<file path="src/rtl/lsu_pkg.sv">
// rtl/lsu_pkg.sv - op encoding, FSM states and shared constants for the load/store unit
package lsu_pkg;

  typedef enum logic [2:0] {
    LW  = 3'b000,
    LH  = 3'b001,
    LHU = 3'b010,
    LB  = 3'b011,
    LBU = 3'b100,
    SW  = 3'b101,
    SH  = 3'b110,
    SB  = 3'b111
  } lsu_op_e;

  typedef enum logic [1:0] {
    IDLE,
    RD,
    CAP,
    WR
  } lsu_state_e;

  localparam int WORD_BYTES = 4;
  localparam int MEM_AW     = 10;

  function automatic logic misaligned(input lsu_op_e o, input logic [1:0] lo);
    case (o)
      LW, SW:      misaligned = (lo != 2'b00);
      LH, LHU, SH: misaligned = lo[0];
      default:     misaligned = 1'b0;
    endcase
  endfunction

endpackage

</file>
<file path="src/rtl/lsu_lane_align.sv">
// rtl/lsu_lane_align.sv - byte/halfword lane extract+extend for loads and lane merge for stores
module lsu_lane_align
  import lsu_pkg::*;
#(
  parameter bit BIG_END = 1'b0
) (
  input  lsu_op_e     op,
  input  logic [1:0]  lane,
  input  logic [31:0] old_word,
  input  logic [31:0] wdata,
  output logic [31:0] load_val,
  output logic [31:0] store_word
);

  logic [1:0]  bidx;
  logic        hidx;
  logic [7:0]  b;
  logic [15:0] h;

  always_comb begin
    // Big-endian puts byte 0 in the most significant lane.
    bidx = BIG_END ? ~lane : lane;
    hidx = BIG_END ? ~lane[1] : lane[1];
    b    = old_word[8*bidx +: 8];
    h    = old_word[16*hidx +: 16];

    case (op)
      LH:      load_val = {{16{h[15]}}, h};
      LHU:     load_val = {16'h0000, h};
      LB:      load_val = {{24{b[7]}}, b};
      LBU:     load_val = {24'h000000, b};
      default: load_val = old_word;
    endcase

    store_word = old_word;
    case (op)
      SB:      store_word[8*bidx +: 8]   = wdata[7:0];
      SH:      store_word[16*hidx +: 16] = wdata[15:0];
      SW:      store_word                = wdata;
      default: store_word                = old_word;
    endcase
  end

endmodule

</file>
<file path="src/rtl/load_store_unit.sv">
// rtl/load_store_unit.sv - byte-addressed load/store front end for a word-only data memory
// Optional LSU_MISALIGN_CHECK_EN: reject misaligned accesses with done+err, no memory access.
module load_store_unit
  import lsu_pkg::*;
#(
  parameter int ADDR_W  = 12,
  parameter bit BIG_END = 1'b0
) (
  input  logic              clk,
  input  logic              rst,
  input  logic              req,
  input  logic [2:0]        op,
  input  logic [ADDR_W-1:0] addr,
  input  logic [31:0]       wdata,
  output logic              ready,
  output logic              done,
  output logic [31:0]       load_data,
  output logic              err,
  output logic [9:0]        mem_addr,
  output logic [31:0]       mem_wdata,
  output logic              mem_we,
  input  logic [31:0]       mem_rdata
);

  lsu_state_e        state;
  lsu_op_e           op_in;
  lsu_op_e           op_q;
  logic [ADDR_W-1:0] addr_q;
  logic [31:0]       wdata_q;
  logic [31:0]       wr_word;
  logic [ADDR_W-3:0] word_addr;
  logic [31:0]       load_val;
  logic [31:0]       store_word;
  logic              misal;

  assign op_in = lsu_op_e'(op);

`ifdef LSU_MISALIGN_CHECK_EN
  assign misal = misaligned(op_in, addr[1:0]);
`else
  assign misal = 1'b0;
`endif

  assign ready     = (state == IDLE);
  assign word_addr = addr_q[ADDR_W-1:2];
  assign mem_addr  = MEM_AW'(word_addr);
  assign mem_wdata = wr_word;
  // Reset in the WR cycle must not let a half-finished RMW reach memory.
  assign mem_we    = (state == WR) & ~rst;

  lsu_lane_align #(
    .BIG_END(BIG_END)
  ) u_align (
    .op        (op_q),
    .lane      (addr_q[1:0]),
    .old_word  (mem_rdata),
    .wdata     (wdata_q),
    .load_val  (load_val),
    .store_word(store_word)
  );

  always_ff @(posedge clk) begin
    if (rst) begin
      state     <= IDLE;
      done      <= 1'b0;
      err       <= 1'b0;
      load_data <= '0;
      op_q      <= LW;
      addr_q    <= '0;
      wdata_q   <= '0;
      wr_word   <= '0;
    end else begin
      done <= 1'b0;
      err  <= 1'b0;
      case (state)
        IDLE: begin
          if (req) begin
            op_q    <= op_in;
            addr_q  <= addr;
            wdata_q <= wdata;
            wr_word <= wdata;
            if (misal) begin
              done <= 1'b1;
              err  <= 1'b1;
            end else if (op_in == SW) begin
              state <= WR;
            end else begin
              state <= RD;
            end
          end
        end
        RD: state <= CAP;
        CAP: begin
          if (op_q == SH || op_q == SB) begin
            wr_word <= store_word;
            state   <= WR;
          end else begin
            load_data <= load_val;
            done      <= 1'b1;
            state     <= IDLE;
          end
        end
        WR: begin
          done  <= 1'b1;
          state <= IDLE;
        end
        default: state <= IDLE;
      endcase
    end
  end

endmodule

</file>
<file path="config.mk">
export PLATFORM = sky130hd
export DESIGN_NAME = load_store_unit
export DESIGN_NICKNAME = d
export VERILOG_FILES = /design/src/rtl/lsu_pkg.sv /design/src/rtl/lsu_lane_align.sv /design/src/rtl/load_store_unit.sv
export SDC_FILE = /design/constraint.sdc
export NUM_CORES = 1
export LEC_CHECK = 0
export CORE_MARGIN = 2
export CORE_UTILIZATION = 49
export DETAILED_ROUTE_END_ITERATION = 8
export PLACE_DENSITY_LB_ADDON = 0.2
export SYNTH_ARGS = -nofsm -noshare
export SYNTH_HDL_FRONTEND = slang
export SYNTH_HIERARCHICAL = 1
export SYNTH_SLANG_ARGS = --single-unit
export TNS_END_PERCENT = 20
</file>
<file path="constraint.sdc">
create_clock -name clk -period 2.9 [get_ports clk]
set_clock_uncertainty 0.05 [all_clocks]
set_input_delay 0.58 -clock clk [delete_from_list [all_inputs] [get_ports clk]]
set_output_delay 0.58 -clock clk [all_outputs]
set_load 0.03 [all_outputs]
</file>
# After elaboration in Yosys (flattened, before gate mapping)
# Index checks and enable logic that the tools add are counted.
# op_classes
reduce_logical,6
n_eq_ne,13
n_div,0
bitwise_logic,3
shifts,6
muxes,13
n_lt_le_gt_ge,0
multipliers,0
n_addsub,2
# op_table
op,n
case mux 32 bit (4 select lines),1
case mux 32 bit (3 select lines),1
negation 5 -> 34 bit,2
bitwise mux 32 bit,2
two-way mux 32 bit,2
case mux 32 bit (2 select lines),1
"variable shift 16 x 34 -> 32 bit, first input constant",1
"variable shift 8 x 34 -> 32 bit, first input constant",1
variable part select 16 x 34 -> 32 bit,1
variable part select 8 x 34 -> 32 bit,1
variable part select 32 x 6 -> 16 bit,1
variable part select 32 x 6 -> 8 bit,1
"equality test 3 bit, second input constant",5
case mux 2 bit (4 select lines),1
"equality test 3 x 2 -> 1 bit, second input constant",2
two-way mux 2 bit,3
"equality test 2 bit, second input constant",2
"!= test 2 bit, second input constant",2
AND reduction 2 bit,2
"equality test 3 x 1 -> 1 bit, second input constant",1
AND reduction 3 bit,1
"equality test 2 x 1 -> 1 bit, second input constant",1
logical NOT 2 bit,1
NOT 1 bit,2
5 further kinds,5
# word_totals
mem_count,0
in_bits,82
out_inout_bits,78
mem_bits_ro,0
elab_cells,50
register_bits,114
ram_bits,0
latch_bits,0

# Logic depth before layout (Yosys ltp)
# logic_depth
word_depth,6
ltp_mapped,10
mapped_depth_nobuf,8

# Modules after synthesis
# Netlist, hierarchy kept.
# by_module_without_submodules
module,area_per_inst_um2,n_inst,cells_each
load_store_unit,4529.3,1,566
lsu_lane_align,1596.5,1,210

# Least setup slack after synthesis
# Ideal clock, no wire load.
# synth_path
kind,flip-flop to flip-flop
start,register addr_q[1]
end,"register wr_word[20], in the netlist mem_wdata[20]"
setup_slack_ns,0.365
arrival_time_ns,2.350
synth_period_minus_slack_ns,2.535
required_ns,2.715
path_stages_with_launch,11
path_cell_list,dfxtp_1 > buf_2 > buf_2 > inv_1 > ha_1 > and4bb_2 > a41o_1 > a2111oi_0 > a221oi_1 > a21oi_1 > a211oi_1
# synth_via
elab_chain_len,6
word_cells_on_any_way,11
classes_between,add/sub: 2; shift: 4; mux: 5
# synth_lines
element,line,rtl
start: declaration,load_store_unit.sv:28,logic [ADDR_W-1:0] addr_q;
start signal: assignment,load_store_unit.sv:79,addr_q <= addr;
"negation 5 -> 34 bit, on equally long branches","lsu_lane_align.sv:38, lsu_lane_align.sv:37",
"variable part select 16 x 34 -> 32 bit, or another cell as far along",lsu_lane_align.sv:38,SH: store_word[16*hidx +: 16] = wdata[15:0];
"bitwise mux 32 bit, on equally long branches","lsu_lane_align.sv:38, lsu_lane_align.sv:37",
case mux 32 bit (3 select lines) *,lsu_lane_align.sv:36,case (op)
net store_word[20],load_store_unit.sv:33,logic [31:0] store_word;
two-way mux 32 bit *,load_store_unit.sv:94,if (op_q == SH || op_q == SB) begin
case mux 32 bit (2 select lines) *,load_store_unit.sv:75,case (state)
end signal: assignment,load_store_unit.sv:81,wr_word <= wdata;
end signal: assignment,load_store_unit.sv:95,wr_word <= store_word;
end: declaration,load_store_unit.sv:30,logic [31:0] wr_word;
# Mark *: on every way through the listed nets, which the timed path passes. The rest lies on a longest branch. The select of a mux whose other input is x is not followed.
# A chain may end at the register's enable or synchronous reset.

# Worst setup path after layout
# layout_path
start,register addr_q[1]
end,register load_data[17]
# layout_via
elab_chain_len,2
word_cells_on_any_way,3
classes_between,shift: 2; mux: 1
# layout_lines
element,line,rtl
variable part select 32 x 6 -> 8 bit or variable part select 32 x 6 -> 16 bit (tied branches),"lsu_lane_align.sv:24, lsu_lane_align.sv:25",
case mux 32 bit (4 select lines) *,lsu_lane_align.sv:27,case (op)
net load_val[17],load_store_unit.sv:32,logic [31:0] load_val;
end signal: assignment,load_store_unit.sv:98,load_data <= load_val;
end: declaration,load_store_unit.sv:17,"output logic [31:0] load_data,"
# Mark *: on every way through the listed nets, which the timed path passes. The rest lies on a longest branch.

==> out/summary.log <==
qor: timing.timing_max_transition_violations_final 0
qor: timing.postLayoutSetupSlackWorst 0.296 ns
qor: global_route.grt_start_max_net_pins 80
qor: clock_tree.postCtsResizedCells 0
qor: logic_synthesis.count_of_yosys_warnings_during_synthesis 6
qor: place.final_wtd_congestion 0.997
qor: route.via_count 6687
qor: route.dr.first_iter.drc_count 856
qor: logic_synthesis.ys_async_sr_fraction 0%
qor: route.vias_per_cell 6.16
qor: critical_path.worst_setup_path_class register to register
qor: logic_synthesis.netlist_instances 776
qor: die.design.die.area 13400 um^2
qor: power.peakVddDrop 0.000422 V
qor: critical_path.category_of_the_worst_setup_path_capture_point register
qor: timing.tightest_slew 1.17 ns
qor: clock_tree.cts_inserted_buffers 17
qor: global_route.initial_antenna_violation_count 0
qor: global_route.grt_pass1_wl 34400 um
qor: critical_path.critical-path-top-cell-by-count buf_4
qor: power.total_power 4900 uW
qor: clock_tree.cts_setup_buffers 0
qor: place.numPlacedInstances 1054
qor: global_route.grt_use_total 33.8%
qor: die.initial_core_util 50.6%
qor: logic_synthesis.synthDistinctLibCells 56
qor: finish.stdcell_area 8390 um^2
qor: critical_path.crit_arrival 2.90 ns
qor: global_route.grt.met2_usage 53.3%
qor: place.dpl_worst_slack -0.00834 ns
qor: finish.finalNetCount 992
qor: clock_tree.htree_levels 4
qor: clock_tree.tritoncts built
qor: timing.maxClockFrequency 384 MHz
qor: clock_tree.clock_insertion_delay_worst_skew 0.42 ns
qor: finish.final-instance-count-excl-fill 1085
qor: logic_synthesis.average_footprint_of_a_synthesized_cell 7.89 um^2
qor: global_route.grt_remaining_overflow 0
qor: die.std_cell_rows 40
qor: critical_path.cp-start-kind register
qor: logic_synthesis.post_synth_main_area_contributors dfxtp_1 (37%), a21oi_1 (9.5%), nand2_1 (6.5%)
qor: critical_path.critPathMaxStageDelay 0.92 ns
qor: die.die_height 116 um
qor: timing.finalHoldViolations 0
qor: timing.slew-limit-headroom 21.6%
qor: finish.diodes_inserted 0
qor: clock_tree.clock_path_buffers 2
qor: finish.synthToLayoutAreaGrowth 36.9%
qor: logic_synthesis.ys_ff_latch 114
qor: timing.layout_min_cycle_time 2.60 ns
qor: critical_path.required 3.20 ns
qor: clock_tree.clk_pin_slew 0.06 ns
qor: global_route.grt_most_used_layer met2
qor: timing.grt_setup_unrepaired false
qor: die.die_x 116 um
qor: global_route.grt_use_met1 44.2%
qor: logic_synthesis.synth_nets 863
qor: timing.timing.final.setup_violations 0
qor: logic_synthesis.synth-edff-count 0
qor: logic_synthesis.synthDominantCellAreaShare 37.3%
qor: power.power_density 584 nW/um^2
qor: place.place.port_buffers 158
qor: finish.fraction_of_final_layout_cells_sized_beyond_drive_strength_1 9.92%
qor: critical_path.timing.critical_path.cells buf_4, buf_4, mux4_2, mux2i_1, nor2b_1, a21o_2, nand3_1, a21oi_1
qor: route.routed_wire_length_per_instance 20.9 um
qor: outcome.status completed
qor: die.floorplan.io_pins 160
qor: logic_synthesis.synth.largest_area_cell dfxtp_1
qor: logic_synthesis.synth.cell_area 6130 um^2
qor: place.dpl-instance-area 7790 um^2
qor: hold_path.min_path_type register to register
qor: route.firstDrtPassIters 7
qor: clock_tree.clockRootBuffer clkbuf_16
qor: place.detailed_place_hpwl 16200 um
qor: job.cap_viol_max_count 0
qor: timing.final.period_utilization 89.8%
qor: route.detail-route-antenna-nets 0
qor: logic_synthesis.synth_seq_area_share 37.3%
qor: clock_tree.tritoncts_num_sinks 114
qor: logic_synthesis.dominantRegCellSynth dfxtp_1
qor: critical_path.worstPathMaxFanout 22
qor: die.core_outline_area 12100 um^2
qor: critical_path.cp_slowest_cell nor2b_1
qor: clock_tree.hold_buffers 0
qor: power.total_leakage_power 0.00310 uW
qor: global_route.first_global_vias 6353
qor: route.totalWireLength 22700 um
qor: route.drc 0
qor: global_route.grt_util_met3 7.22%
## worst max-delay path, delay by kind of cell (launching register included)
kind	cells	cell delay (ns)
compound gates	2	0.33
buf+inv	2	0.43
simple gates	2	0.98
mux	2	0.41
flops	1	0.32
## kinds of logic after synthesis
family | synth area share (%)
xor+xnor | 0.286
buf+inv | 7.60
fa+ha+maj | 1.18
other cells | 0.0612
simple gates | 18.1
flops | 37.3
mux | 2.33
compound gates | 33.2
## layout make-up
type | instances | area [um^2]
tap | 168 | 210
multi-input combinational | 569 | 3390
fill | 1004 | 3720
inverter | 9 | 33.8
clock inverter | 10 | 134
timing repair buffer | 194 | 1870
sequential | 114 | 2280
clock buffer | 21 | 460
## cells in the mapped netlist, types with 2 or more instances
library cell and n:
o21ai_1 8, mux2i_1 3, a21boi_0 3, a22o_1 15
dfxtp_1 114, inv_1 9, xnor2_1 2, and2_1 17
a2bb2oi_1 2, mux2_2 8, buf_6 2, a21oi_1 116
clkbuf_1 40, and4b_1 3, ha_1 5, buf_4 16
a22oi_1 2, nand3_1 33, a221oi_1 2, a221o_1 36
o21ai_0 69, nand2b_1 4, a211oi_1 34, nor3b_1 3
a21o_1 12, nor2_1 13, a21o_2 7, nor2b_1 6
buf_2 24, o21a_1 3, nor3_1 35, nand2_1 106
## state kept, by name, indices dropped and copies added (netlist names)
register   flops
addr_q        12
wdata_q       32
state          2
done           1
mem_wdata     32
load_data     32
op_q           3
## cells in the final DEF (no fill, tap or decap), types with 3 or more instances in the layout
| cell | instances |
|---|---|
| and2_1 | 17 |
| nand2b_1 | 4 |
| and4b_1 | 3 |
| clkdlybuf4s50_1 | 157 |
| bufinv_16 | 3 |
| a211oi_1 | 34 |
| clkinv_2 | 4 |
| a21oi_1 | 116 |
| mux2i_1 | 3 |
| nor2b_1 | 5 |
| a221o_1 | 36 |
| inv_1 | 9 |
| o21a_1 | 3 |
| o21ai_0 | 69 |
| ha_1 | 5 |
| o21ai_1 | 8 |
| mux2_2 | 8 |
| a21o_1 | 12 |
| nor3_1 | 35 |
| nor3b_1 | 3 |
| nand3_1 | 33 |
| dfxtp_1 | 114 |
| a22o_1 | 15 |
| nor2_1 | 13 |
| a21o_2 | 7 |
| clkbuf_16 | 17 |
| a21boi_0 | 3 |
| buf_4 | 35 |
| nand2_1 | 106 |
## where the power goes
part           leakage (uW)  internal [uW]  switching (uW)
clock network      0.000289           1380             753
logic               0.00188            441             569
registers          0.000935           1670            84.0
total               0.00310           3500            1410
## path summary, 6_finish.rpt
kind	start	endpoint	slack, ns	cells past startpoint
worst max register to register	addr_q[1]$_SDFFE_PP0P_	load_data[17]$_SDFFE_PP0P_	0.30	8
worst min register to register	addr_q[9]$_SDFFE_PP0P_	addr_q[9]$_SDFFE_PP0P_	0.40	2
worst min-delay path	addr_q[9]$_SDFFE_PP0P_	addr_q[9]$_SDFFE_PP0P_	0.40	2
worst max-delay path	addr_q[1]$_SDFFE_PP0P_	load_data[17]$_SDFFE_PP0P_	0.30	8
## routing by layer
metal | up-vias | share of wire [%] | routed length, um
met3 | 59 | 8.3 | 1870
met4 | 0 | 4.1 | 941
li1 | 3091 | - | -
met1 | 3184 | 42 | 9520
met5 | - | 0 | 0
met2 | 353 | 46 | 10400
## through the flow
| stage | hold slack [ns] | setup TNS [ns] | utilization [%] |
|---|---|---|---|
| 2_1_floorplan | 0.386 | 0 | - |
| 5_1_grt | 0.420 | 0 | 69.3 |
| 3_5_place_dp | 0.401 | -0.00834 | 64.3 |
| 3_3_place_gp | 0.392 | 0 | 64.3 |
| 6_report | 0.403 | 0 | 69.3 |
| 4_1_cts | 0.406 | 0 | 69.2 |
(Power assumes the default switching activity.)
